$ cat config.mk
export PLATFORM = sky130hd
export DESIGN_NAME = trade_order_ctrl
export DESIGN_NICKNAME = d
export VERILOG_FILES = /design/src/rtl/trade_order_ctrl.sv
export SDC_FILE = /design/constraint.sdc
export NUM_CORES = 1
export LEC_CHECK = 0
export CAP_MARGIN = 20
export CORE_ASPECT_RATIO = 0.8
export CORE_MARGIN = 2
export CORE_UTILIZATION = 40
export CTS_BUF_LIST = sky130_fd_sc_hd__clkbuf_4
export DETAILED_ROUTE_END_ITERATION = 16
export GPL_TIMING_DRIVEN = 0
export SLEW_MARGIN = 10
export SYNTH_ARGS = -nofsm -noshare
export SYNTH_HDL_FRONTEND = slang
export SYNTH_SLANG_ARGS = --single-unit
$ cat constraint.sdc
create_clock -name clk -period 3.7 [get_ports clk]
set_input_delay 0.37 -clock clk [delete_from_list [all_inputs] [get_ports clk]]
set_output_delay 0.37 -clock clk [all_outputs]
set_load 0.02 [all_outputs]
$ cat src/rtl/trade_order_ctrl.sv
// Order sequencer: turns qualified buy/sell pulses into single valid/ready orders,
// enforcing a signed position limit, post-fill cooldown and unanswered-order timeout.
module trade_order_ctrl #(
  parameter int ORDER_QTY       = 1,
  parameter int QTY_WIDTH       = 8,
  parameter int POS_WIDTH       = 16,
  parameter int MAX_POSITION    = 10,
  parameter int COOLDOWN_CYCLES = 4,
  parameter int TIMEOUT_CYCLES  = 16,
  parameter int CNT_WIDTH       = 16
) (
  input  logic                        clk,
  input  logic                        rst,
  input  logic                        enable,
  input  logic                        data_valid_z,
  input  logic                        buy_signal,
  input  logic                        sell_signal,
  input  logic                        order_ready,
  output logic                        order_valid,
  output logic                        order_side,
  output logic [QTY_WIDTH-1:0]        order_qty,
  output logic signed [POS_WIDTH-1:0] position,
  output logic [CNT_WIDTH-1:0]        drop_count,
  output logic [CNT_WIDTH-1:0]        timeout_count,
  output logic                        timeout_pulse,
  output logic                        busy
);

  localparam int TO_W = (TIMEOUT_CYCLES > 1) ? $clog2(TIMEOUT_CYCLES) : 1;
  localparam int CD_W = (COOLDOWN_CYCLES > 1) ? $clog2(COOLDOWN_CYCLES) : 1;

  typedef enum logic [1:0] {IDLE, ISSUE, COOLDOWN} state_t;

  state_t          state_reg;
  logic [TO_W-1:0] wait_reg;
  logic [CD_W-1:0] cd_reg;

  logic sig_event;
  logic sig_seen;
  logic accept;
  logic drop_evt;
  logic limit_ok;

  // One extra bit of headroom so the limit test can never wrap.
  logic signed [POS_WIDTH:0] pos_ext;
  logic signed [POS_WIDTH:0] qty_ext;
  logic signed [POS_WIDTH:0] lim_ext;
  logic signed [POS_WIDTH:0] pos_buy;
  logic signed [POS_WIDTH:0] pos_sell;

  assign pos_ext  = {position[POS_WIDTH-1], position};
  assign qty_ext  = (POS_WIDTH+1)'(ORDER_QTY);
  assign lim_ext  = (POS_WIDTH+1)'(MAX_POSITION);
  assign pos_buy  = pos_ext + qty_ext;
  assign pos_sell = pos_ext - qty_ext;
  assign limit_ok = buy_signal ? (pos_buy <= lim_ext) : (pos_sell >= -lim_ext);

  assign sig_event = data_valid_z && (buy_signal ^ sell_signal);
  assign sig_seen  = data_valid_z && (buy_signal || sell_signal);
  assign accept    = (state_reg == IDLE) && sig_event && enable && limit_ok;
  // Any qualified signal that does not become an order is a drop, conflicts included.
  assign drop_evt  = sig_seen && !accept;

  always_ff @(posedge clk) begin
    if (rst) begin
      state_reg     <= IDLE;
      wait_reg      <= '0;
      cd_reg        <= '0;
      order_valid   <= 1'b0;
      order_side    <= 1'b0;
      order_qty     <= '0;
      position      <= '0;
      drop_count    <= '0;
      timeout_count <= '0;
      timeout_pulse <= 1'b0;
      busy          <= 1'b0;
    end else begin
      timeout_pulse <= 1'b0;
      if (drop_evt && (drop_count != '1))
        drop_count <= drop_count + CNT_WIDTH'(1);

      case (state_reg)
        IDLE: begin
          if (accept) begin
            state_reg   <= ISSUE;
            busy        <= 1'b1;
            order_valid <= 1'b1;
            order_side  <= buy_signal;
            order_qty   <= QTY_WIDTH'(ORDER_QTY);
            wait_reg    <= '0;
          end
        end

        ISSUE: begin
          if (order_ready) begin
            position    <= order_side ? pos_buy[POS_WIDTH-1:0] : pos_sell[POS_WIDTH-1:0];
            order_valid <= 1'b0;
            order_qty   <= '0;
            cd_reg      <= '0;
            if (COOLDOWN_CYCLES == 0) begin
              state_reg <= IDLE;
              busy      <= 1'b0;
            end else begin
              state_reg <= COOLDOWN;
            end
          end else if (wait_reg == TO_W'(TIMEOUT_CYCLES - 1)) begin
            // Last permitted cycle passed with no handshake: cancel the order.
            state_reg     <= IDLE;
            busy          <= 1'b0;
            order_valid   <= 1'b0;
            order_qty     <= '0;
            timeout_pulse <= 1'b1;
            if (timeout_count != '1)
              timeout_count <= timeout_count + CNT_WIDTH'(1);
          end else begin
            wait_reg <= wait_reg + TO_W'(1);
          end
        end

        COOLDOWN: begin
          if (cd_reg == CD_W'(COOLDOWN_CYCLES - 1)) begin
            state_reg <= IDLE;
            busy      <= 1'b0;
          end else begin
            cd_reg <= cd_reg + CD_W'(1);
          end
        end

        default: begin
          state_reg <= IDLE;
          busy      <= 1'b0;
        end
      endcase
    end
  end

endmodule

---- Word level (Yosys, flattened, before mapping) ----
Cells that the tools add are included.
W data, S select, Z words.
operators by class
  reduce and logical (&&, ||, !) cells .... 21
  eq/ne operators ......................... 14
  bitwise operators ....................... 3
  muxes and demuxes ....................... 26
  $lt $le $gt $ge ......................... 2
  $add $sub $neg .......................... 6
operators by type and width
  cell                     count
  $add A16 B1 Y16 const B  2
  $ne A16 B16 Y1 const B   2
  $mux W8                  3
  $add A16 B2 Y17 const B  1
  $ge A17 B5 Y1 const B    1
  $le A17 B5 Y1 const B    1
  $sub A16 B2 Y17 const B  1
  $mux W16                 1
  $pmux W8 S2              1
  $ne A2 B2 Y1 const B     7
  $mux W2                  6
  $mux W4                  3
  $reduce_and A4 Y1        3
  $reduce_and A3 Y1        3
  $pmux W4 S2              1
  $logic_and A1 B1 Y1      7
  $mux W1                  7
  $pmux W2 S3              1
  $add A4 B1 Y4 const B    1
  $eq A2 B2 Y1 const B     2
  $eq A4 B4 Y1 const B     1
  $pmux W2 S2              1
  $reduce_and A2 Y1        2
  $reduce_bool A2 Y1       2
  other kinds (11)         12
word-level totals
  logic and storage cells ................. 83
  register bits ........................... 68
  output and inout bits ................... 60
  bits of input ports ..................... 7

---- Depth between registers and ports, before layout ----
Gate-level depths: netlist of run 1.
  depth after elaboration ................. 8
  mapped depth ............................ 13
  mapped depth without buffers ............ 10

---- Worst setup path before layout of run 1 ----
Ideal clock, no wire load.
  path type ............................... register to register
  start point ............................. register position[0]
  end point ............................... register drop_count[13]
  path slack .............................. 0.796 ns
  arrival time ............................ 2.780 ns
  period minus slack after synthesis ...... 2.904 ns
  required time ........................... 3.577 ns
  cell stages (with the launch flop) ...... 12
  setup time .............................. 0.123 ns
  buffers on the path ..................... 1
  path through ............................ dfxtp_1 > inv_1 > ha_1 > or4b_1 > or3_1 > a211o_1 > a22oi_2 > a31oi_2 > nor2_4 > buf_4 > nor3_1 > mux2_1
on the way
  word-level cells in the longest chain between the ends .. 7
  elaborated cells between the ends (all ways) .. 9
  classes of those cells .................. add/sub (2); order compare (2); mux (1); reduce/logical (4)
RTL lines
  item                                                line    text
  start: declaration                                  22      output logic signed [POS_WIDTH-1:0] position,
  start signal: assignment                            96      position <= order_side ? pos_buy[POS_WIDTH-1:0] : pos_sell[POS_WIDTH-1:0];
  $sub A16 B2 Y17 or $add A16 B2 Y17 (tied branches)  55, 54
  $ge A17 B5 Y1 or $le A17 B5 Y1 (tied branches)      56      assign limit_ok = buy_signal ? (pos_buy <= lim_ext) : (pos_sell >= -lim_ext);
  $mux W1 (*)                                         56
  $logic_and A1 B1 Y1 (*)                             60      assign accept = (state_reg == IDLE) && sig_event && enable && limit_ok;
  $logic_not A1 Y1 (*)                                62      assign drop_evt = sig_seen && !accept;
  $logic_and A1 B1 Y1 (*)                             62
  $logic_and A1 B1 Y1 (*)                             79      if (drop_evt && (drop_count != '1))
  end signal: assignment                              80      drop_count <= drop_count + CNT_WIDTH'(1);
  end: declaration                                    23      output logic [CNT_WIDTH-1:0] drop_count,
Every way passes the cells marked *; elsewhere a longest branch is shown, timed or not.
A chain may end at the register's enable or synchronous reset.

---- Final worst setup path of run 1 ----
  start point ............................. register position[0]
  end point ............................... register drop_count[4]
The elaborated chain is that of the path after synthesis.

==> flow_summary.json, run 1 <==
{
  "num_rows": 31,
  "wl_per_cell_um": 15.3,
  "cts_buffers": 9,
  "min_period_ps": 3370,
  "met2_usage_pct": 31.6,
  "ant_nets": 0,
  "die-area_um2": 9930,
  "yosysUniqueCellTypes": 59,
  "cts-resized-gates": 0,
  "htree_levels": 3,
  "core_um2": 8960,
  "crit_required_ps": 4020,
  "clkSlewWorstSetupHoldPaths_ps": 120,
  "synth_top_flop_cell": "dfxtp_1",
  "min_path_type": "flop to flop",
  "grt_busiest_layer": "met2",
  "drc": 0,
  "cts_tree": "done",
  "syn_to_final_growth_pct": 25.8,
  "yosys-top-cells-area": "dfxtp_1 (33%), nor2_1 (5.3%), a21oi_1 (5.2%)",
  "crit_path_end_kind": "flop",
  "diodes": 0,
  "layout_commonest_cell": "dfxtp_1",
  "antenna_found_initial": 0,
  "grt_max_degree": 12,
  "drive_gt1_share_pct": 7.78,
  "cts.sinks": 60,
  "grt_first_pass_wirelength_um": 16800,
  "grt_use_met1_pct": 30.3,
  "syn_avg_cell_area_um2": 7.75,
  "ys.warnings.count": 0,
  "fin_crit_sh_pct": 91.1,
  "timing.hold.ws_ps": 494,
  "leakage_nw": 1.66,
  "power.total_mw": 2.38,
  "synth_seq_cells": 60,
  "fin_skew_ps": 19.2,
  "place_congestion": 0.940,
  "io_pins": 67,
  "hold_buffers": 0,
  "cp_max_fo": 10,
  "root_buffer": "clkbuf_4",
  "drv_slew": 0,
  "die_h_um": 89.5,
  "die_width_um": 111,
  "finalInstanceArea_um2": 4600,
  "min_from": "cd_reg[1]",
  "num-nets-final": 564,
  "timing.fmax_mhz": 297,
  "powerDensity_nw_per_um2": 517,
  "tns_ps": 0,
  "clk-insertion-delay-late_ps": 420,
  "worstReg2RegStart": "position[0]",
  "rsz0062_at_grt": "false",
  "start_util_pct": 40.8,
  "track_usage_pct": 21.2,
  "placed_area_um2": 4420,
  "slew_headroom_pct": 58.5,
  "synth_top_area_share_pct": 32.8,
  "crit_arrival_ps": 3690,
  "crit_path_start": "position[0]",
  "io_buffers": 59,
  "grt_pass1_vias": 3247,
  "drt_wl_total_um": 10200,
  "worstMarginPinSlew_ps": 618,
  "startpoint_type": "flop",
  "netlist_instances": 472,
  "maxCapViolations": 0,
  "ys_seq_area_share_pct": 32.8,
  "top_regs": "drop_count (16), position (16), timeout_count (16)",
  "hpwl_um": 7570,
  "criticalPathCategory": "flop to flop",
  "synthArstFlopShare_pct": 0,
  "synth-edff-count": 0,
  "viasPerCell": 5.50,
  "dr_total_vias": 3673,
  "first_iter_violations": 270,
  "met3_usage_pct": 5.83,
  "setup_viol": 0,
  "hold_viol_final": 0,
  "ir_worst_vdd_mv": 0.277,
  "drtPass1Iterations": 5,
  "outcome": "finished clean",
  "cts_setup_buffers": 0,
  "grt_remaining_overflow": 0,
  "mostFrequentLayoutCells": "dfxtp_1 (60), clkdlybuf4s50_1 (59), nor2_1 (52)",
  "clockBufferDepth": 2,
  "yosys.area.top_type": "dfxtp_1",
  "syn_area_um2": 3660
}
## cells in the mapped netlist (all sizes together), types with 3 or more instances
master   number
buf          16
clkbuf       24
nand4        15
a21o          4
and4          3
a31oi         9
a2bb2oi       4
and3          6
xnor2        12
nand2b        5
or3          21
nor3b         3
inv          13
xor2         13
nor4         11
ha            9
nand3        18
dfxtp        60
or4           5
nor2b         9
mux2          7
or2           3
o21ai        22
nand2        37
nor2         53
o31ai         7
a21oi        38
a41oi         3
nor3         15
## power breakdown
group | total [mW] | internal, mW | switching [mW]
clock network | 0.611 | 0.351 | 0.260
registers | 0.748 | 0.693 | 0.0554
logic | 1.02 | 0.427 | 0.591
## per-layer routing
layer,wire length [um],vias to the layer above,part of all wire (%)
li1,-,1852,-
met1,5130,1685,50
met2,4230,121,41
met3,752,15,7.4
met4,120,0,1.2
met5,0,-,0
## final timing paths
kind,depth (start not counted),slack (ps),to
setup / recovery,11,330,drop_count[4]
hold / removal,2,490,cd_reg[1]
setup reg to reg,11,330,drop_count[4]
hold reg to reg,2,490,cd_reg[1]
## metrics by stage
| stage | instances | worst slack, ps | utilization, % |
|---|---|---|---|
| 6_report | 668 | 328 | 51.4 |
| 4_1_cts | 668 | 351 | 51.4 |
| 3_3_place_gp | 652 | 407 | 49.3 |
| 3_5_place_dp | 652 | 421 | 49.3 |
| 2_1_floorplan | 478 | 796 | - |
| 5_1_grt | 668 | 65.4 | 51.4 |
## logic make-up after synthesis
kind of cell / synth area share [%]
AO/OA/AOI/OAI: 18.1
other: 0.103
flip-flops: 32.8
buffers and inverters: 6.94
adder cells (fa/ha/maj): 3.08
AND/OR/NAND/NOR: 30.2
multiplexers: 2.70
XOR/XNOR: 5.98
## area by class of cell
class	count	area [um2]
multi-input combinational	365	2230
timing repair buffer	59	591
fill	920	4360
clock buffer	10	75.1
clock inverter	6	111
buffer	40	205
tap	115	144
inverter	13	48.8
sequential	60	1200
## critical path, cell delays in order, from the launching register on
cell and delay [ps]:
dfxtp_1 520, ha_1 190, buf_2 220, nand4_1 260
nor3_2 470, xor2_1 190, a221oi_1 90, a31oi_1 340
nor2_4 90, buf_6 160, nor4b_1 370, mux2_1 360
No activity file was read; power rests on OpenSTA's default activity.
==> inputs of run 2 (changes only) <==
CELL_PAD_IN_SITES_DETAIL_PLACEMENT = 2   (was default)
CELL_PAD_IN_SITES_GLOBAL_PLACEMENT = 2   (was default)
CORE_UTILIZATION = 38   (was 40)
DONT_BUFFER_PORTS = 1   (was default)
PLACE_DENSITY_LB_ADDON = 0.1   (was default)
==> flow_summary.json, run 2 (same netlist as run 1, synthesis figures left out) <==
{
  "outcome": "finished clean",
  "clkSlewWorstSetupHoldPaths_ps": 120,
  "criticalPathCategory": "flop to flop",
  "dr_total_vias": 3646,
  "drc": 0,
  "cts.sinks": 60,
  "fin_skew_ps": 12.2,
  "path_buf_inv": 2,
  "clockBufferDepth": 2,
  "grt_first_pass_wirelength_um": 20400,
  "worstMarginPinSlew_ps": 703,
  "setup_viol": 0,
  "die-area_um2": 10400,
  "timing.hold.ws_ps": 71.4,
  "path_cells": "ha_1 -> buf_2 -> nand4_1 -> nor3_4 -> xor2_1 -> a221oi_1 -> a31oi_1 -> nor2_4 -> buf_6 -> nor4b_1 -> mux2_1",
  "drt_wl_total_um": 12600,
  "cp_max_fo": 10,
  "crit_path_end_kind": "flop",
  "drtPass1Iterations": 4,
  "top_regs": "drop_count (16), position (16), timeout_count (16)",
  "startpoint_type": "flop",
  "cts_setup_buffers": 0,
  "rsz0062_at_grt": "false",
  "tns_ps": 0,
  "syn_to_final_growth_pct": 8.76,
  "grt_max_degree": 12,
  "crit_arrival_ps": 3810,
  "num_rows": 32,
  "place_congestion": 0.813,
  "io_pins": 67,
  "hold_viol_final": 0,
  "powerDensity_nw_per_um2": 563,
  "slew_headroom_pct": 53.1,
  "cts_buffers": 9,
  "io_buffers": 0,
  "mostFrequentLayoutCells": "dfxtp_1 (58), nor2_1 (52), a21oi_1 (38)",
  "die_width_um": 114,
  "layout_commonest_cell": "dfxtp_1",
  "crit_required_ps": 4050,
  "clk-insertion-delay-late_ps": 450,
  "cp_top_family": "simple AND/OR/NAND/NOR gates",
  "num-nets-final": 505,
  "hpwl_um": 9230,
  "drive_gt1_share_pct": 9.11,
  "track_usage_pct": 25.2,
  "first_iter_violations": 124,
  "fillers": 1129,
  "antenna_found_initial": 0,
  "htree_levels": 3,
  "core_um2": 9490,
  "min_path_type": "input pin to flop",
  "maxCapViolations": 0,
  "cts_tree": "done",
  "ir_worst_vdd_mv": 0.199,
  "drv_slew": 0,
  "grt_pass1_vias": 3849,
  "grt_remaining_overflow": 0,
  "wl_per_cell_um": 20.6,
  "slowest_stage": "dfxtp_2",
  "timing.fmax_mhz": 289,
  "post-route-util_pct": 41.9,
  "start_util_pct": 38.6,
  "cp_slowest_stage_delay_ps": 520,
  "diodes": 0,
  "leakage_nw": 1.45,
  "ant_nets": 0,
  "viasPerCell": 5.95,
  "fin_crit_sh_pct": 93.5,
  "min_period_ps": 3460,
  "root_buffer": "clkbuf_4",
  "die_h_um": 91.8,
  "fin_ws_ps": 242,
  "dp_worst_setup_slack_ps": 62.5
}
[run 2: power breakdown]
part | total, mW | internal, mW | switching [mW]
combinational | 0.954 | 0.358 | 0.596
clock | 0.490 | 0.202 | 0.288
sequential | 0.797 | 0.693 | 0.104
[run 2: stage by stage]
stage	cell area [um2]	cells	power (mW)
floorplan	3680	478	1.49
global placement	3830	597	1.71
detailed placement	3830	597	1.75
CTS	3970	613	2.25
global route	3980	613	2.40
finish	3980	613	2.24
[run 2: path summary, 6_finish.rpt]
kind,from,end,slack [ps],cells past startpoint
max,position[0],drop_count[4],240,11
min,buy_signal,order_side,70,2
min reg2reg,cd_reg[1],cd_reg[1],490,2
max reg2reg,position[0],drop_count[4],240,11
[run 2: repair_timing]
item	4_1_cts	5_1_grt
endpoints found under the setup margin	0	13
hold endpoints to repair	0	0
gates resized for setup	0	4
hold buffers	0	0
[run 2: layout make-up]
class / instances / area, um2 / share of cell area [%]
Multi-Input combinational cell: 365 / 2240 / 56.2
Sequential cell: 60 / 1200 / 30.3
Buffer: 40 / 205 / 5.16
Tap cell: 119 / 149 / 3.74
Clock buffer: 9 / 67.6 / 1.70
Clock inverter: 7 / 67.6 / 1.70
Inverter: 13 / 48.8 / 1.23
[run 2: worst register-to-register path, delay by kind of cell (launching register included)]
family          cells  cell delay, ps
compound gates      2             470
xor+xnor            1             240
fa+ha+maj           1             190
buf+inv             2             390
flops               1             520
mux                 1             350
simple gates        4            1200
[run 2: metal layers]
metal  track usage [%]  vias up  routed length [um]
met1              32.8     1838                5860
met4              6.00        0                 153
met5                 0        -                   0
li1                  -     1721                   -
met3              7.53       17                 620
met2              41.1       70                5970
